===== config.mk =====
export PLATFORM = sky130hd
export DESIGN_NAME = ccb_bus_tx
export DESIGN_NICKNAME = d
export VERILOG_FILES = /design/src/rtl/ccb_bus_tx.sv
export SDC_FILE = /design/constraint.sdc
export NUM_CORES = 1
export LEC_CHECK = 0
export CORE_MARGIN = 2
export CORE_UTILIZATION = 45
export DETAILED_ROUTE_END_ITERATION = 6
export PLACE_DENSITY_LB_ADDON = 0.12
export SLEW_MARGIN = 15
export SYNTH_ARGS = -nofsm -noshare
export SYNTH_HDL_FRONTEND = slang
export SYNTH_SLANG_ARGS = --single-unit

===== constraint.sdc =====
create_clock -name CLK -period 5.3 [get_ports CLK]
set_input_delay 0.795 -clock CLK [delete_from_list [all_inputs] [get_ports CLK]]
set_output_delay 0.795 -clock CLK [all_outputs]
set_load 0.02 [all_outputs]

===== src/rtl/ccb_bus_tx.sv =====
// rtl/ccb_bus_tx.sv - CCB backplane transmit side: command/data serialiser, orbit and L1A counters
module ccb_bus_tx #(
    parameter int TMR       = 0,
    parameter int ORBIT_LEN = 3564,
    parameter int FIFO_AW   = 2
) (
    input  logic        CLK,
    input  logic        RST,
    input  logic        ENABLE,
    input  logic        CMD_WE,
    input  logic        CMD_IS_DATA,
    input  logic [7:0]  CMD_WORD,
    output logic        CMD_FULL,
    output logic        OVERFLOW,
    input  logic        L1A_REQ,
    input  logic        L1ARST_REQ,
    input  logic        BXRST_REQ,
    input  logic [2:0]  CAL_REQ,
    output logic [5:0]  CCBCMD,
    output logic        CCBCMDSTRB,
    output logic [7:0]  CCBDATA,
    output logic        CCBDATASTRB,
    output logic        BX0,
    output logic        BXRST,
    output logic        L1ARST,
    output logic        L1ACC,
    output logic [2:0]  CCBCAL,
    output logic [11:0] BXN,
    output logic [23:0] L1ANUM
);
    typedef enum logic [1:0] {IDLE, SETUP, STRB, HOLD} state_t;

    localparam int                 DEPTH    = 1 << FIFO_AW;
    localparam logic [FIFO_AW:0]   FULL_CNT = (FIFO_AW + 1)'(DEPTH);
    localparam logic [FIFO_AW:0]   CNT_ONE  = (FIFO_AW + 1)'(1);
    localparam logic [FIFO_AW-1:0] PTR_ONE  = FIFO_AW'(1);
    localparam logic [11:0]        BX_LAST  = 12'(ORBIT_LEN - 1);

    logic [8:0]         fifo_q [DEPTH];
    logic [FIFO_AW-1:0] wr_ptr_q, wr_ptr_d, rd_ptr_q, rd_ptr_d;
    logic [FIFO_AW:0]   count_q, count_d;
    logic               full_q, full_d, ovf_q, ovf_d;
    logic               push, pop;
    logic [8:0]         head;

    logic [1:0]  state_q [3];
    state_t      state_d, state_v;
    logic        is_data_q, is_data_d;
    logic [5:0]  cmd_q, cmd_d;
    logic [7:0]  data_q, data_d;
    logic        cstb_q, cstb_d, dstb_q, dstb_d;

    logic        run_q, run_d;
    logic [11:0] bxn_q [3];
    logic [11:0] bxn_d, bxn_v;
    logic        bx0_q, bx0_d, bxrst_q, bxrst_d;
    logic [23:0] l1anum_q [3];
    logic [23:0] l1anum_d, l1anum_v;
    logic        l1acc_q, l1acc_d, l1arst_q, l1arst_d;
    logic [2:0]  cal_prev_q, cal_prev_d, cal_q, cal_d;
    logic [1:0]  cal_cnt_q [3];
    logic [1:0]  cal_cnt_d [3];

    // Majority voters; with TMR off only copy 0 carries state
    always_comb begin
        if (TMR != 0) begin
            state_v  = state_t'((state_q[0] & state_q[1]) | (state_q[0] & state_q[2]) | (state_q[1] & state_q[2]));
            bxn_v    = (bxn_q[0] & bxn_q[1]) | (bxn_q[0] & bxn_q[2]) | (bxn_q[1] & bxn_q[2]);
            l1anum_v = (l1anum_q[0] & l1anum_q[1]) | (l1anum_q[0] & l1anum_q[2]) | (l1anum_q[1] & l1anum_q[2]);
        end else begin
            state_v  = state_t'(state_q[0]);
            bxn_v    = bxn_q[0];
            l1anum_v = l1anum_q[0];
        end
    end

    always_comb begin
        head     = fifo_q[rd_ptr_q];
        push     = CMD_WE && !full_q;
        pop      = (count_q != '0) && (state_v == IDLE || state_v == HOLD);
        wr_ptr_d = push ? wr_ptr_q + PTR_ONE : wr_ptr_q;
        rd_ptr_d = pop ? rd_ptr_q + PTR_ONE : rd_ptr_q;
        count_d  = count_q;
        if (push && !pop)
            count_d = count_q + CNT_ONE;
        else if (pop && !push)
            count_d = count_q - CNT_ONE;
        full_d = (count_d == FULL_CNT);
        ovf_d  = ovf_q || (CMD_WE && full_q);

        state_d   = state_v;
        is_data_d = is_data_q;
        cmd_d     = cmd_q;
        data_d    = data_q;
        cstb_d    = 1'b0;
        dstb_d    = 1'b0;
        case (state_v)
            SETUP: begin
                state_d = STRB;
                cstb_d  = !is_data_q;
                dstb_d  = is_data_q;
            end
            STRB: state_d = HOLD;
            default: begin
                // IDLE and HOLD both launch the next queued entry without a gap
                if (pop) begin
                    state_d   = SETUP;
                    is_data_d = head[8];
                    cmd_d     = head[8] ? 6'h00 : head[5:0];
                    data_d    = head[8] ? head[7:0] : 8'h00;
                end else begin
                    state_d = IDLE;
                    cmd_d   = 6'h00;
                    data_d  = 8'h00;
                end
            end
        endcase
    end

    always_comb begin
        run_d = ENABLE;
        if (BXRST_REQ)
            bxn_d = 12'd0;
        else if (run_q)
            bxn_d = (bxn_v == BX_LAST) ? 12'd0 : bxn_v + 12'd1;
        else
            bxn_d = bxn_v;
        bx0_d    = run_d && (bxn_d == 12'd0);
        bxrst_d  = BXRST_REQ;
        l1acc_d  = L1A_REQ;
        l1arst_d = L1ARST_REQ;
        if (L1ARST_REQ)
            l1anum_d = 24'd0;
        else if (L1A_REQ)
            l1anum_d = l1anum_v + 24'd1;
        else
            l1anum_d = l1anum_v;

        cal_prev_d = CAL_REQ;
        cal_d      = 3'b111;
        for (int i = 0; i < 3; i++) begin
            if (CAL_REQ[i] && !cal_prev_q[i] && cal_cnt_q[i] == 2'd0)
                cal_cnt_d[i] = 2'd2;
            else if (cal_cnt_q[i] != 2'd0)
                cal_cnt_d[i] = cal_cnt_q[i] - 2'd1;
            else
                cal_cnt_d[i] = 2'd0;
            cal_d[i] = (cal_cnt_d[i] == 2'd0);
        end
    end

    always_ff @(posedge CLK) begin
        if (push)
            fifo_q[wr_ptr_q] <= {CMD_IS_DATA, CMD_WORD};
    end

    always_ff @(posedge CLK) begin
        if (RST) begin
            wr_ptr_q   <= '0;
            rd_ptr_q   <= '0;
            count_q    <= '0;
            full_q     <= 1'b0;
            ovf_q      <= 1'b0;
            is_data_q  <= 1'b0;
            cmd_q      <= 6'h00;
            data_q     <= 8'h00;
            cstb_q     <= 1'b0;
            dstb_q     <= 1'b0;
            run_q      <= 1'b0;
            bx0_q      <= 1'b0;
            bxrst_q    <= 1'b0;
            l1acc_q    <= 1'b0;
            l1arst_q   <= 1'b0;
            cal_prev_q <= 3'b000;
            cal_q      <= 3'b111;
            for (int i = 0; i < 3; i++) begin
                state_q[i]   <= IDLE;
                bxn_q[i]     <= 12'd0;
                l1anum_q[i]  <= 24'd0;
                cal_cnt_q[i] <= 2'd0;
            end
        end else begin
            wr_ptr_q   <= wr_ptr_d;
            rd_ptr_q   <= rd_ptr_d;
            count_q    <= count_d;
            full_q     <= full_d;
            ovf_q      <= ovf_d;
            is_data_q  <= is_data_d;
            cmd_q      <= cmd_d;
            data_q     <= data_d;
            cstb_q     <= cstb_d;
            dstb_q     <= dstb_d;
            run_q      <= run_d;
            bx0_q      <= bx0_d;
            bxrst_q    <= bxrst_d;
            l1acc_q    <= l1acc_d;
            l1arst_q   <= l1arst_d;
            cal_prev_q <= cal_prev_d;
            cal_q      <= cal_d;
            for (int i = 0; i < 3; i++) begin
                state_q[i]   <= state_d;
                bxn_q[i]     <= bxn_d;
                l1anum_q[i]  <= l1anum_d;
                cal_cnt_q[i] <= cal_cnt_d[i];
            end
        end
    end

    assign CMD_FULL    = full_q;
    assign OVERFLOW    = ovf_q;
    assign CCBCMD      = cmd_q;
    assign CCBCMDSTRB  = cstb_q;
    assign CCBDATA     = data_q;
    assign CCBDATASTRB = dstb_q;
    assign BX0         = bx0_q;
    assign BXRST       = bxrst_q;
    assign L1ARST      = l1arst_q;
    assign L1ACC       = l1acc_q;
    assign CCBCAL      = cal_q;
    assign BXN         = bxn_v;
    assign L1ANUM      = l1anum_v;
endmodule


* Word level (Yosys, flattened, before mapping)
Memories as Yosys holds them, arrays and structs flattened. A register that Yosys moved wholly into a read port is not among the register bits.
Cells that the tools add are included.
** Word-level totals
- RAM bits :: 156
- Bits in read-only memories :: 0
- Register bits :: 37
- Bits in latches :: 0
- Memories :: 5
- Output and inout bits :: 61
** Operators by class
- Reductions and logical operators :: 36
- Bitwise gates (word level) :: 14
- Shift-type cells :: 0
- Equal/unequal tests :: 5
- Add/subtract/negate cells :: 9
- Muxes and demuxes :: 38
- Div/mod/pow operators :: 0
- Multipliers :: 0
- Magnitude comparators :: 0
** Memory list
- l1anum_q :: depth 3, bits a word 24, rd ports 1, clocked after memory_dff 0, wr ports 3, RTL line 57 : logic [23:0] l1anum_q [3];
- bxn_q :: depth 3, bits a word 12, rd ports 1, clocked after memory_dff 0, wr ports 3, RTL line 54 : logic [11:0] bxn_q [3];
- fifo_q :: depth 4, bits a word 9, rd ports 1, clocked after memory_dff 1, wr ports 1, RTL line 39 : logic [8:0] fifo_q [DEPTH];
- cal_cnt_q :: depth 3, bits a word 2, rd ports 3, clocked after memory_dff 0, wr ports 3, RTL line 61 : logic [1:0] cal_cnt_q [3];
- state_q :: depth 3, bits a word 2, rd ports 1, clocked after memory_dff 0, wr ports 3, RTL line 46 : logic [1:0] state_q [3];
** Operators by type and width (count)
- 24-bit 2-to-1 mux :: 5
- 12-bit 2-to-1 mux :: 6
- 2-bit 2-to-1 mux :: 14
- 24-bit by 1-bit adder with 24-bit output (second input constant) :: 1
- 8-bit 2-to-1 mux :: 2
- 2-bit zero test :: 7
- 12-bit by 1-bit adder with 12-bit output (second input constant) :: 1
- 12-bit equality test (second input constant) :: 1
- 1-bit logical AND :: 12
- 12-bit zero test :: 1
- 6-bit 2-to-1 mux :: 2
- 1-bit OR :: 12
- 1-bit zero test :: 7
- 1-bit 2-to-1 mux :: 6
- 3-bit 2-to-1 mux :: 2
- 2-bit nonzero test :: 3
- 2-bit by 1-bit subtractor with 2-bit output (second input constant) :: 3
- 2-bit by 1-bit adder with 2-bit output (second input constant) :: 2
- 2-bit equality test (second input constant) :: 2
- 2-bit case mux with 2 select lines :: 1
- 2-bit OR reduction :: 2
- 3-bit by 1-bit adder with 3-bit output (second input constant) :: 1
- 3-bit equality test (second input constant) :: 1
- 3-bit nonzero test :: 1
- other kinds (5) :: 7

* Logic depth before layout (Yosys ltp)
An unclocked memory read counts as a cell.
- Depth in word-level cells :: 8
- Depth in mapped cells :: 7
- Mapped depth without buffers :: 7

* Worst setup path before layout
OpenSTA, ideal clock, no wires.
- Path kind :: input -> register
- Start point :: input port L1A_REQ
- End point :: memory l1anum_q[0][23]
- Data required time :: 5.230 ns
- Setup slack :: 3.187 ns
- Stages :: 6
- Arrival time :: 2.043 ns
- Path buffers :: 1
- Path through :: buf_2 nand4_1 nor4_4 nand3_2 or4_1 a21oi_1
** RTL lines
- start: declaration :: RTL line 15 : input logic L1A_REQ,
- end: declaration :: RTL line 57

* Final worst setup path
- Start point :: memory bxn_q[0][4]
- End point :: output port BXN[4]
** Between the ends
- Word-level cells in the longest chain between the ends :: 1
** Ends and longest elaborated chain
- start: declaration :: RTL line 54
- memory read 3 x 12 bit
- end: declaration :: RTL line 28 : output logic [11:0] BXN,
No other way between the ends.

==> impl_metrics.yaml <==
timing:
  tightest_slew_ns: 0.961
  whs_ns: 0.445
  relSlewSlack: 0.357
  hold_viol_final: 0
  fin_skew_ns: 0.00606
  fmax_mhz: 395
  setup_slack_ns: 2.77
  rsz0062_at_grt: "false"
  fin_crit_sh: 0.477
  finalSetupViolCount: 0
  period_minus_slack_ns: 2.53
  drv_slew: 0
  finalSetupTns_ns: 0
setup_path:
  path_class: "flop to output pin"
  r2r_setup_slack_ns: 3.28
  worst_setup_path_end_kind: "output pin"
  slowest_stage: "clkdlybuf4s50_1"
  crit_family: "buffers and inverters"
  slowest_delay_ns: 0.68
  crit_chain: "clkdlybuf4s50_1"
  crit_buf_inv: 1
  startpoint_type: "flop"
  cp_max_fo: 12
  cp.required_ns: 4.51
  crit_arrival_ns: 1.73
power:
  comb_power_share: 0.168
  seqPwrFrac: 0.393
  p_per_area_mw_per_mm2: 451
  ir_drop_uv: 241
  clkPwrFrac: 0.439
  cellLeakagePower_nw: 2.24
  power_switching_mw: 0.736
  switching_share: 0.259
  power_mw: 2.85
  p_int_mw: 2.11
cells_and_area:
  drive_above_1_share: 0.0894
  stdcell_count: 662
  stdcell_area_mm2: 0.00632
  postLayoutCoreUtil: 0.612
  final_nets: 544
  n_antenna_cell: 0
  area_delta_synth_final_pct: 31.8
yosys:
  synth_nets: 468
  async_flop_share: 0
  syn_avg_cell_area_um2: 11.0
  yosysWarnings: 0
  synth_seq_area_share: 0.572
  synth_flop_cell: "dfxtp_1"
  synth_edf_count: 36
  synthDistinctLibCells: 47
  ys_ff_latch: 119
  synth_cells: 437
  syn_area_mm2: 0.00479
routing:
  first_pass_iters: 4
  wl_um: 9460
  vias: 3368
  postRouteAntennaNets: 0
  drt-vias-per-instance: 5.09
  drt-initial-drc-count: 149
  wire_per_inst_um: 14.3
  route.detailed.drc: 0
global_routing:
  grt_first_pass_wirelength_um: 15300
  grt_max_degree: 38
  antenna_found_initial: 0
  grt.total_usage: 0.173
  globalRouteOverflowTotal: 0
  first_global_vias: 3123
placement:
  routabilityCongestion: 0.802
  port_buffers: 79
  place_ws_ns: 2.55
  dpl_cell_area_mm2: 0.00567
  dp.cells: 630
  place_hpwl_um: 6380
run_status:
  status: "finished, final reports clean"
die:
  start_util: 0.464
  die_area_mm2: 0.0115
  die_h_um: 107
  core-area_mm2: 0.0103
  num_io_pins: 80
  rows: 37
  dieWidth_um: 107
clocking:
  cts.reportedPaths.clkPinSlew_ns: 0.06
  cts_tree: "yes"
  clk_path_buf_depth: 2
  ctsHoldBuffers: 0
  cts_setup_buffers: 0
  cts_resized: 0
  clock_sinks: 119
  clk_root_buffer_cell: "clkbuf_8"
  clk_latency_ns: 0.51
  cts_made_buffers: 17
  htreeDepth: 4
hold_path:
  min_path_type: "flop to flop"
run:
  maxCapViolations: 0
## cell type report
type | instances | area [um2]
inverter | 15 | 56.3
fill | 840 | 4010
sequential | 119 | 2740
multi-input combinational | 280 | 1900
tap | 136 | 170
clock buffer | 17 | 414
timing repair buffer | 80 | 798
clock inverter | 15 | 233
## cell usage in the layout (no fill, tap or decap), types with 6 or more instances in the layout
master and count:
bufinv_16 6, inv_1 15, xnor2_1 20, ha_1 12, nand2_1 31, and4_1 6, edfxtp_1 36, a21oi_1 14
nand4_1 8, nor2_1 45, and3_1 8, xor2_1 16, nor2b_1 10, clkdlybuf4s50_1 79, clkbuf_16 16, nor3_1 7
nor3b_1 7, nand3_1 16, mux4_2 9, nand2b_1 8, o21ai_0 19, dfxtp_1 83
## routing by layer
layer  vias to the layer above  track usage  share of wire
met5                         -            0              0
met3                        13       0.0553          0.048
met4                         0       0.0686          0.013
met2                        70        0.283           0.49
li1                       1685            -              -
met1                      1600        0.213           0.44
## power groups by stage
| stage | Combinational [mW] | Clock (mW) | Sequential (mW) |
|---|---|---|---|
| after floorplan | 0.297 | 0 | 1.15 |
| after global placement | 0.465 | 0 | 1.14 |
| after detailed placement | 0.474 | 0 | 1.14 |
| after CTS | 0.485 | 1.27 | 1.12 |
| after global routing | 0.530 | 1.32 | 1.13 |
| final | 0.478 | 1.25 | 1.12 |
## cells by family after synthesis
kind of cell | Yosys count | synth area share
xor gates and xnor gates | 36 | 0.0658
adders and majority gates | 12 | 0.0313
muxes | 12 | 0.0485
buffers and inverters | 38 | 0.0311
DFF | 119 | 0.572
and+or+nand+nor | 169 | 0.187
AOI/OAI and AO/OA | 51 | 0.0647
## cells in the mapped netlist, types with 9 or more instances
cell	n	area, um2
edfxtp_1	36	1080
dfxtp_1	83	1660
nand2_1	31	116
a21oi_1	14	70.1
clkbuf_1	17	63.8
mux4_2	9	203
inv_1	15	56.3
nor2_1	45	169
xor2_1	16	140
o21ai_0	19	95.1
nand3_1	16	80.1
ha_1	12	150
nor2b_1	10	62.6
xnor2_1	20	175
## state kept, by name (all words and copies together) (netlist names), 2 cells and up, named ones only
| register | count |
|---|---|
| cal_cnt_q | 6 |
| CCBDATA | 8 |
| cal_prev_q | 3 |
| wr_ptr_q | 2 |
| rd_ptr_q | 2 |
| count_q | 3 |
| bxn_q | 12 |
| CCBCAL | 3 |
| l1anum_q | 24 |
| fifo_q | 36 |
| state_q | 2 |
| CCBCMD | 6 |
## worst register-to-register path: cells and delay by family, from the launching register on
kind,cells,cell delay [ns]
AND/OR/NAND/NOR,1,0.43
flip-flops,1,0.70
AO/OA/AOI/OAI,1,0.20
multiplexers,1,0.61
## worst paths after layout
kind,startpoint,endpoint,depth (start not counted)
max,bxn_q[0][4]$_SDFF_PP0_,BXN[4],1
min,cal_cnt_q[0][1]$_SDFF_PP0_,cal_cnt_q[0][1]$_SDFF_PP0_,1
max reg2reg,flop,CCBCMD[2]$_SDFFE_PP0N_,3
min reg2reg,cal_cnt_q[0][1]$_SDFF_PP0_,cal_cnt_q[0][1]$_SDFF_PP0_,1
No activity file was read; power rests on OpenSTA's default activity.
